**config.mk**
```make
export PLATFORM = sky130hd
export DESIGN_NAME = tt_um_serial_subtractor
export DESIGN_NICKNAME = d
export VERILOG_FILES = /design/src/rtl/tt_um_serial_subtractor.sv
export SDC_FILE = /design/constraint.sdc
export NUM_CORES = 1
export LEC_CHECK = 0
export CORE_ASPECT_RATIO = 0.6
export CORE_MARGIN = 5
export CORE_UTILIZATION = 40
export CTS_BUF_LIST = sky130_fd_sc_hd__clkbuf_8
export CTS_CLUSTER_DIAMETER = 40
export DETAILED_ROUTE_END_ITERATION = 10
export HOLD_SLACK_MARGIN = 0.06
export PLACE_DENSITY_LB_ADDON = 0.3
export SYNTH_ARGS = -nofsm -noshare
export SYNTH_HDL_FRONTEND = slang
export SYNTH_SLANG_ARGS = --single-unit
```
**constraint.sdc**
```tcl
create_clock -name clk -period 4.88 [get_ports clk]
set_input_delay 1.22 -clock clk [delete_from_list [all_inputs] [get_ports clk]]
set_output_delay 1.22 -clock clk [all_outputs]
set_load 0.03 [all_outputs]
```
**src/rtl/tt_um_serial_subtractor.sv**
```systemverilog
// rtl/tt_um_serial_subtractor.sv - bit-serial subtractor D = A - B, LSB first; optional SERIAL_SUB_SAT_EN clamps underflow to 0
module tt_um_serial_subtractor #(
    parameter int WIDTH = 8
) (
    input  logic       clk,
    input  logic       rst_n,
    input  logic       ena,
    input  logic [7:0] ui_in,
    input  logic [7:0] uio_in,
    output logic [7:0] uo_out,
    output logic [7:0] uio_out,
    output logic [7:0] uio_oe
);
    localparam int CW = (WIDTH > 1) ? $clog2(WIDTH) : 1;
    localparam logic [CW-1:0] LAST = CW'(WIDTH - 1);

    typedef enum logic [1:0] {S_IDLE, S_RUN, S_DONE} state_t;

    state_t           state_q;
    logic [WIDTH-1:0] a_q, b_q, d_q, sh_q;
    logic [CW-1:0]    cnt_q;
    logic             bin_q, busy_q, done_q, borrow_q, ovf_q;

    logic             load, sel, start;
    logic             abit_d, bbit_d, diff_d, bout_d;
    logic [WIDTH-1:0] sh_d;
    logic             unused_bits;

    assign load  = uio_in[0];
    assign sel   = uio_in[1];
    assign start = uio_in[2];
    assign unused_bits = &{1'b0, uio_in[7:3]};

    // Full subtractor on the current bit; diff shifts in at the top so the
    // register holds the complete LSB-first result after WIDTH steps.
    always_comb begin
        abit_d = a_q[cnt_q];
        bbit_d = b_q[cnt_q];
        diff_d = abit_d ^ bbit_d ^ bin_q;
        bout_d = (~abit_d & bbit_d) | (~(abit_d ^ bbit_d) & bin_q);
        sh_d   = (sh_q >> 1) | (WIDTH'(diff_d) << (WIDTH - 1));
    end

    always_ff @(posedge clk) begin
        if (!rst_n) begin
            state_q  <= S_IDLE;
            a_q      <= '0;
            b_q      <= '0;
            d_q      <= '0;
            sh_q     <= '0;
            cnt_q    <= '0;
            bin_q    <= 1'b0;
            busy_q   <= 1'b0;
            done_q   <= 1'b0;
            borrow_q <= 1'b0;
            ovf_q    <= 1'b0;
        end else if (ena) begin
            case (state_q)
                S_IDLE, S_DONE: begin
                    if (load) begin
                        if (sel) b_q <= ui_in[WIDTH-1:0];
                        else     a_q <= ui_in[WIDTH-1:0];
                    end else if (start) begin
                        state_q <= S_RUN;
                        busy_q  <= 1'b1;
                        done_q  <= 1'b0;
                        cnt_q   <= '0;
                        bin_q   <= 1'b0;
                    end
                end
                S_RUN: begin
                    sh_q  <= sh_d;
                    bin_q <= bout_d;
                    cnt_q <= cnt_q + CW'(1);
                    if (cnt_q == LAST) begin
                        state_q  <= S_DONE;
`ifdef SERIAL_SUB_SAT_EN
                        d_q      <= bout_d ? '0 : sh_d;
`else
                        d_q      <= sh_d;
`endif
                        borrow_q <= bout_d;
                        // Overflow always judged on the wrapped result
                        ovf_q    <= (a_q[WIDTH-1] != b_q[WIDTH-1]) && (sh_d[WIDTH-1] != a_q[WIDTH-1]);
                        busy_q   <= 1'b0;
                        done_q   <= 1'b1;
                    end
                end
                default: state_q <= S_IDLE;
            endcase
        end
    end

    assign uo_out  = 8'(d_q);
    assign uio_out = {ovf_q, borrow_q, done_q, busy_q, 4'b0000};
    assign uio_oe  = 8'hF0;
endmodule

```
Word-level counts from Yosys, hierarchy flattened
Index checks and enable logic that the tools add are counted.
{"block": "classes", "n_addsub": 1, "n_lt_le_gt_ge": 1, "n_eq_ne": 8, "muxes": 20, "bitwise": 9, "n_reduce_logical": 11}
{"cell": "4-bit AND reduction", "count": 4}
{"cell": "1-bit two-way mux", "count": 8}
{"cell": "7-bit by 8-bit bitwise OR with 8-bit output", "count": 1}
{"cell": "1-bit binary-select mux with 3-bit select", "count": 2}
{"cell": "2-bit two-way mux", "count": 3}
{"cell": "3-bit two-way mux", "count": 2}
{"cell": "2-bit inequality test (second input constant)", "count": 3}
{"cell": "1-bit one-hot mux with 2 select lines", "count": 3}
{"cell": "3-bit one-hot mux with 2 select lines", "count": 1}
{"cell": "5-bit AND reduction", "count": 1}
{"cell": "3-bit by 4-bit less-than comparator with 1-bit output (second input constant)", "count": 1}
{"cell": "2-bit one-hot mux with 2 select lines", "count": 1}
{"cell": "3-bit by 1-bit adder with 3-bit output (second input constant)", "count": 1}
{"cell": "3-bit == test (second input constant)", "count": 1}
{"cell": "1-bit inverter", "count": 3}
{"cell": "3-bit AND reduction", "count": 1}
{"cell": "1-bit AND", "count": 2}
{"cell": "2-bit by 1-bit == test with 1-bit output (second input constant)", "count": 1}
{"cell": "2-bit == test (second input constant)", "count": 1}
{"cell": "2-bit zero test", "count": 1}
{"cell": "1-bit inequality test", "count": 2}
{"cell": "2-bit AND reduction", "count": 1}
{"cell": "2-bit nonzero test", "count": 1}
{"cell": "2-bit OR reduction", "count": 1}
{"cell": "3 further kinds", "count": 4}
{"block": "totals", "regBits": 42, "inputBits": 19, "output_inout_bits": 24, "wordCells": 61}

Logic depth before layout (Yosys ltp)
{"block": "depth", "word_depth": 7, "mapped_depth": 7, "mapped_depth_nobuf": 6}

Worst setup path before layout
Ideal clock, no wire load.
{"block": "synth_timing", "kind": "flip-flop to flip-flop", "start": "reg cnt_q[1]", "end": "reg ovf_q", "setup_ns": 0.119, "arrival_ns": 2.046, "required_ns": 4.761, "setup_slack_ns": 2.714, "path_stages_with_launch": 8, "n_path_buf": 1, "period_less_slack_ns": 2.166, "cell_sequence": "dfxtp_1 -> buf_6 -> mux4_1 -> mux2_2 -> fa_1 -> nor2_1 -> a21oi_1 -> a21oi_1"}
{"block": "synth_via", "elab_chain_cells": 7, "elab_cells_between_ends": 11, "classes_between": "2 x eq/ne; 4 x mux; 3 x bitwise; 2 x reduce/logical"}
{"element": "from (decl)", "line_no": "21", "rtl": "logic [CW-1:0] cnt_q;"}
{"element": "from (signal assigned)", "line_no": "74", "rtl": "cnt_q <= cnt_q + CW'(1);"}
{"element": "1-bit binary-select mux with 3-bit select (on tied branches)", "line_no": "37, 38"}
{"element": "1-bit two-way mux (on tied branches)", "line_no": "37, 38"}
{"element": "1-bit bitwise XOR (*) (2 in series)", "line_no": "39", "rtl": "diff_d = abit_d ^ bbit_d ^ bin_q;"}
{"element": "via diff_d", "line_no": "25", "rtl": "logic abit_d, bbit_d, diff_d, bout_d;"}
{"element": "7-bit by 8-bit bitwise OR with 8-bit output (*)", "line_no": "41", "rtl": "sh_d = (sh_q >> 1) | (WIDTH'(diff_d) << (WIDTH - 1));"}
{"element": "1-bit inequality test (*)", "line_no": "84", "rtl": "ovf_q <= (a_q[WIDTH-1] != b_q[WIDTH-1]) && (sh_d[WIDTH-1] != a_q[WIDTH-1]);"}
{"element": "1-bit logical AND (*)", "line_no": "84"}
{"element": "to (signal assigned)", "line_no": "84"}
{"element": "to (decl)", "line_no": "22", "rtl": "logic bin_q, busy_q, done_q, borrow_q, ovf_q;"}
Mark *: on every way through the listed nets, which the timed path passes. The rest lies on a longest branch. The select of a mux whose other input is x is not followed.
A chain may end at the register's enable or synchronous reset.

Final worst setup path
{"block": "layout_timing", "start": "in ena", "end": "reg a_q[6]"}
{"block": "layout_via", "elab_chain_cells": 1}
{"element": "from (decl)", "line_no": "7", "rtl": "input logic ena,"}
{"element": "4-bit AND reduction (no line)"}
{"element": "to (signal assigned)", "line_no": "62", "rtl": "else a_q <= ui_in[WIDTH-1:0];"}
{"element": "to (decl)", "line_no": "20", "rtl": "logic [WIDTH-1:0] a_q, b_q, d_q, sh_q;"}
No other way between the ends.

==> results.json <==
{
  "grt_pass1_vias": 1240,
  "nets": 240,
  "core_area_sq_um": 4212,
  "grt_max_degree": 29,
  "period_minus_slack_ps": 2572,
  "path_clk_slew_ps": 70,
  "via_count": 1353,
  "dp_slack_ps": 1997,
  "synth-async-reset-ratio_pct": 0,
  "num_rows": 18,
  "cp.arrival_ps": 2720,
  "power_w": 0.0006721,
  "start_util_pct": 42.66,
  "yosysSeqAreaShare_pct": 45.68,
  "worst_slew_pin_slew_ps": 751.3,
  "track_usage_pct": 12.81,
  "slowest_delay_ps": 620,
  "yosys.area.top_type": "dfxtp_1",
  "power_density_nw_per_um2": 321.1,
  "status": "completed",
  "yosys.cell_types.count": 30,
  "cts_resized": 0,
  "synth_top_area_share_pct": 45.68,
  "yosys-top-cells-count": "43 x nand2_1, 41 x dfxtp_1, 21 x a21oi_1, 18 x nand3_1, 18 x o21ai_0",
  "r2r_cells": 6,
  "grt_pass1_wl_um": 5809,
  "crit_type": "input port to flip-flop",
  "slew_viol_final": 0,
  "drt_first_pass_iters": 5,
  "hold_class": "flip-flop to flip-flop",
  "crit_path_max_fanout": 16,
  "max_freq_mhz": 388.8,
  "synthFlopType": "dfxtp_1",
  "drc": 0,
  "wl_um": 3387,
  "fin_skew_ps": 5.169,
  "worstHoldPathCells": 2,
  "drive_gt1_share_pct": 4.110,
  "cts_setup_buffers": 0,
  "cap_viol_max_count": 0,
  "cts_tree": "yes",
  "ant_nets": 0,
  "place_congestion": 0.6982,
  "n_fill_cell": 395,
  "period_share_pct": 52.70,
  "synth_most_common_cell": "nand2_1",
  "clock-sinks": 41,
  "setup_slack_ps": 2308,
  "final-hold-violation-count": 0,
  "h-tree-depth": 2,
  "ys_top_cells_by_area": "dfxtp_1 46%, nand2_1 9.0%, buf_4 6.7%, a21oi_1 5.8%, mux4_1 5.8%",
  "end_kind": "flip-flop",
  "worstHoldEndpoint": "uo_out[6]$_SDFFE_PN0P_",
  "cts_buffers": 5,
  "post_drt_wl_per_cell_um": 12.14,
  "crit_chain": "clkdlybuf4s50_1 > nand4bb_1 > nand3_1 > o21ai_0",
  "ir_drop_v": 0.0001703,
  "cts_max_path_buffers": 2,
  "rsz0062_at_grt": "false",
  "syn_to_final_growth_pct": 16.50,
  "post-route-util_pct": 49.70,
  "antenna_found_initial": 0,
  "slew_headroom_pct": 49.86,
  "reg2reg_slack_ps": 2530,
  "fp.dieH_um": 61.92,
  "synth_edf_count": 0,
  "viasPerCell": 4.849,
  "seq_area_sq_um": 820.8,
  "die_x_um": 96.53,
  "worstSkewPairLatency_ps": 290,
  "netlist_instances": 206,
  "tns_ps": 0,
  "reg2reg_to": "ovf_q$_SDFFE_PN0P_",
  "fp.dieArea_sq_um": 5976,
  "dpl.hpwl_um": 2418,
  "setup_violations": 0,
  "multi_input_area_sq_um": 812.0,
  "port_buffers": 25,
  "cp-start-kind": "input port",
  "synth_area_sq_um": 1797,
  "path_delay_family": "simple AND/OR/NAND/NOR gates",
  "gr-total-overflow": 0,
  "hold_start": "uo_out[6]$_SDFFE_PN0P_",
  "rr_startpoint": "cnt_q[1]$_SDFFE_PN0P_",
  "power_leakage_nw": 0.7495,
  "yosysWarningCount": 0,
  "synth-seq-cells": 41,
  "root_buffer": "clkbuf_8",
  "ios": 43,
  "cp.required_ps": 5030,
  "first_iter_violations": 59,
  "n_antenna_cell": 0,
  "hold_buffers": 0,
  "crit_buf_inv": 1,
  "syn_area_per_cell_sq_um": 8.722,
  "critPathSlowestCell": "clkdlybuf4s50_1"
}
tightest hold or removal path, cell delays in order, from the launching register on:
cell and delay (ps):
dfxtp_1 310, nand2_1 50, a21oi_1 50
per-stage QoR:
stage / hold WS (ps) / instances / area [sq um]
after floorplan: 432.2 / 216 / 1834
after global placement: 446.0 / 271 / 1977
after detailed placement: 448.5 / 271 / 1977
after CTS: 459.2 / 279 / 2093
after global routing: 485.9 / 279 / 2093
final: 454.6 / 279 / 2093
worst max path at each step:
| stage | from | endpoint | cells past startpoint |
|---|---|---|---|
| after floorplan | cnt_q[1]$_SDFFE_PN0P_ | ovf_q$_SDFFE_PN0P_ | 7 |
| after CTS | ena | a_q[6]$_SDFFE_PN0P_ | 4 |
| after detailed placement | ena | a_q[1]$_SDFFE_PN0P_ | 4 |
| after global placement | ena | a_q[6]$_SDFFE_PN0P_ | 4 |
| after global routing | ena | a_q[6]$_SDFFE_PN0P_ | 4 |
| final | ena | a_q[6]$_SDFFE_PN0P_ | 4 |
cells in the final DEF (no fill, tap or decap):
master	instances
and4b_1	1
and3b_1	1
o31ai_1	1
a31oi_1	1
nor2_1	3
nand2b_1	2
dfxtp_1	41
mux2_2	1
clkbuf_8	6
bufinv_16	1
mux4_1	4
o32ai_1	1
fa_1	1
nand4bb_1	2
ha_1	2
conb_1	12
clkdlybuf4s50_1	25
nand3b_1	3
a211oi_1	2
inv_1	4
nand4b_1	2
buf_4	1
o21ai_0	18
mux2i_1	1
nand2_1	43
nand3_1	18
a21oi_1	21
nand4_1	1
layer usage:
metal | wire length (um) | track usage (%)
met3 | 262 | 4.091
met2 | 1299 | 17.84
met5 | 0 | 0
met1 | 1769 | 18.46
met4 | 55 | 4.790
sequential cells by signal (all words and copies together) (netlist names):
register,flops
a_q,8
b_q,8
bin_q,1
borrow_q,1
busy_q,1
cnt_q,3
done_q,1
ovf_q,1
sh_q,7
state_q,2
uo_out,8
power breakdown:
| part | internal, W | switching [W] |
|---|---|---|
| Sequential | 0.000340 | 0.00000422 |
| Combinational | 0.0000180 | 0.0000323 |
| Clock | 0.000165 | 0.000113 |
layout make-up:
class / instances / share of cell area [%]
Multi-Input combinational cell: 141 / 38.79
Clock buffer: 6 / 3.945
Clock inverter: 2 / 1.614
Sequential cell: 41 / 39.21
Tap cell: 60 / 3.586
Inverter: 3 / 0.5380
Timing Repair Buffer: 26 / 12.31
kinds of logic after synthesis:
logic type / after synthesis / synth area share [%]
multiplexers: 6 / 7.033
AND/OR/NAND/NOR: 76 / 20.20
flip-flops: 41 / 45.68
adder cells (fa/ha/maj): 3 / 2.507
buffers and inverters: 34 / 11.21
other: 2 / 0.4180
AO/OA/AOI/OAI: 44 / 12.95
Power figures use the tool's default switching activity.
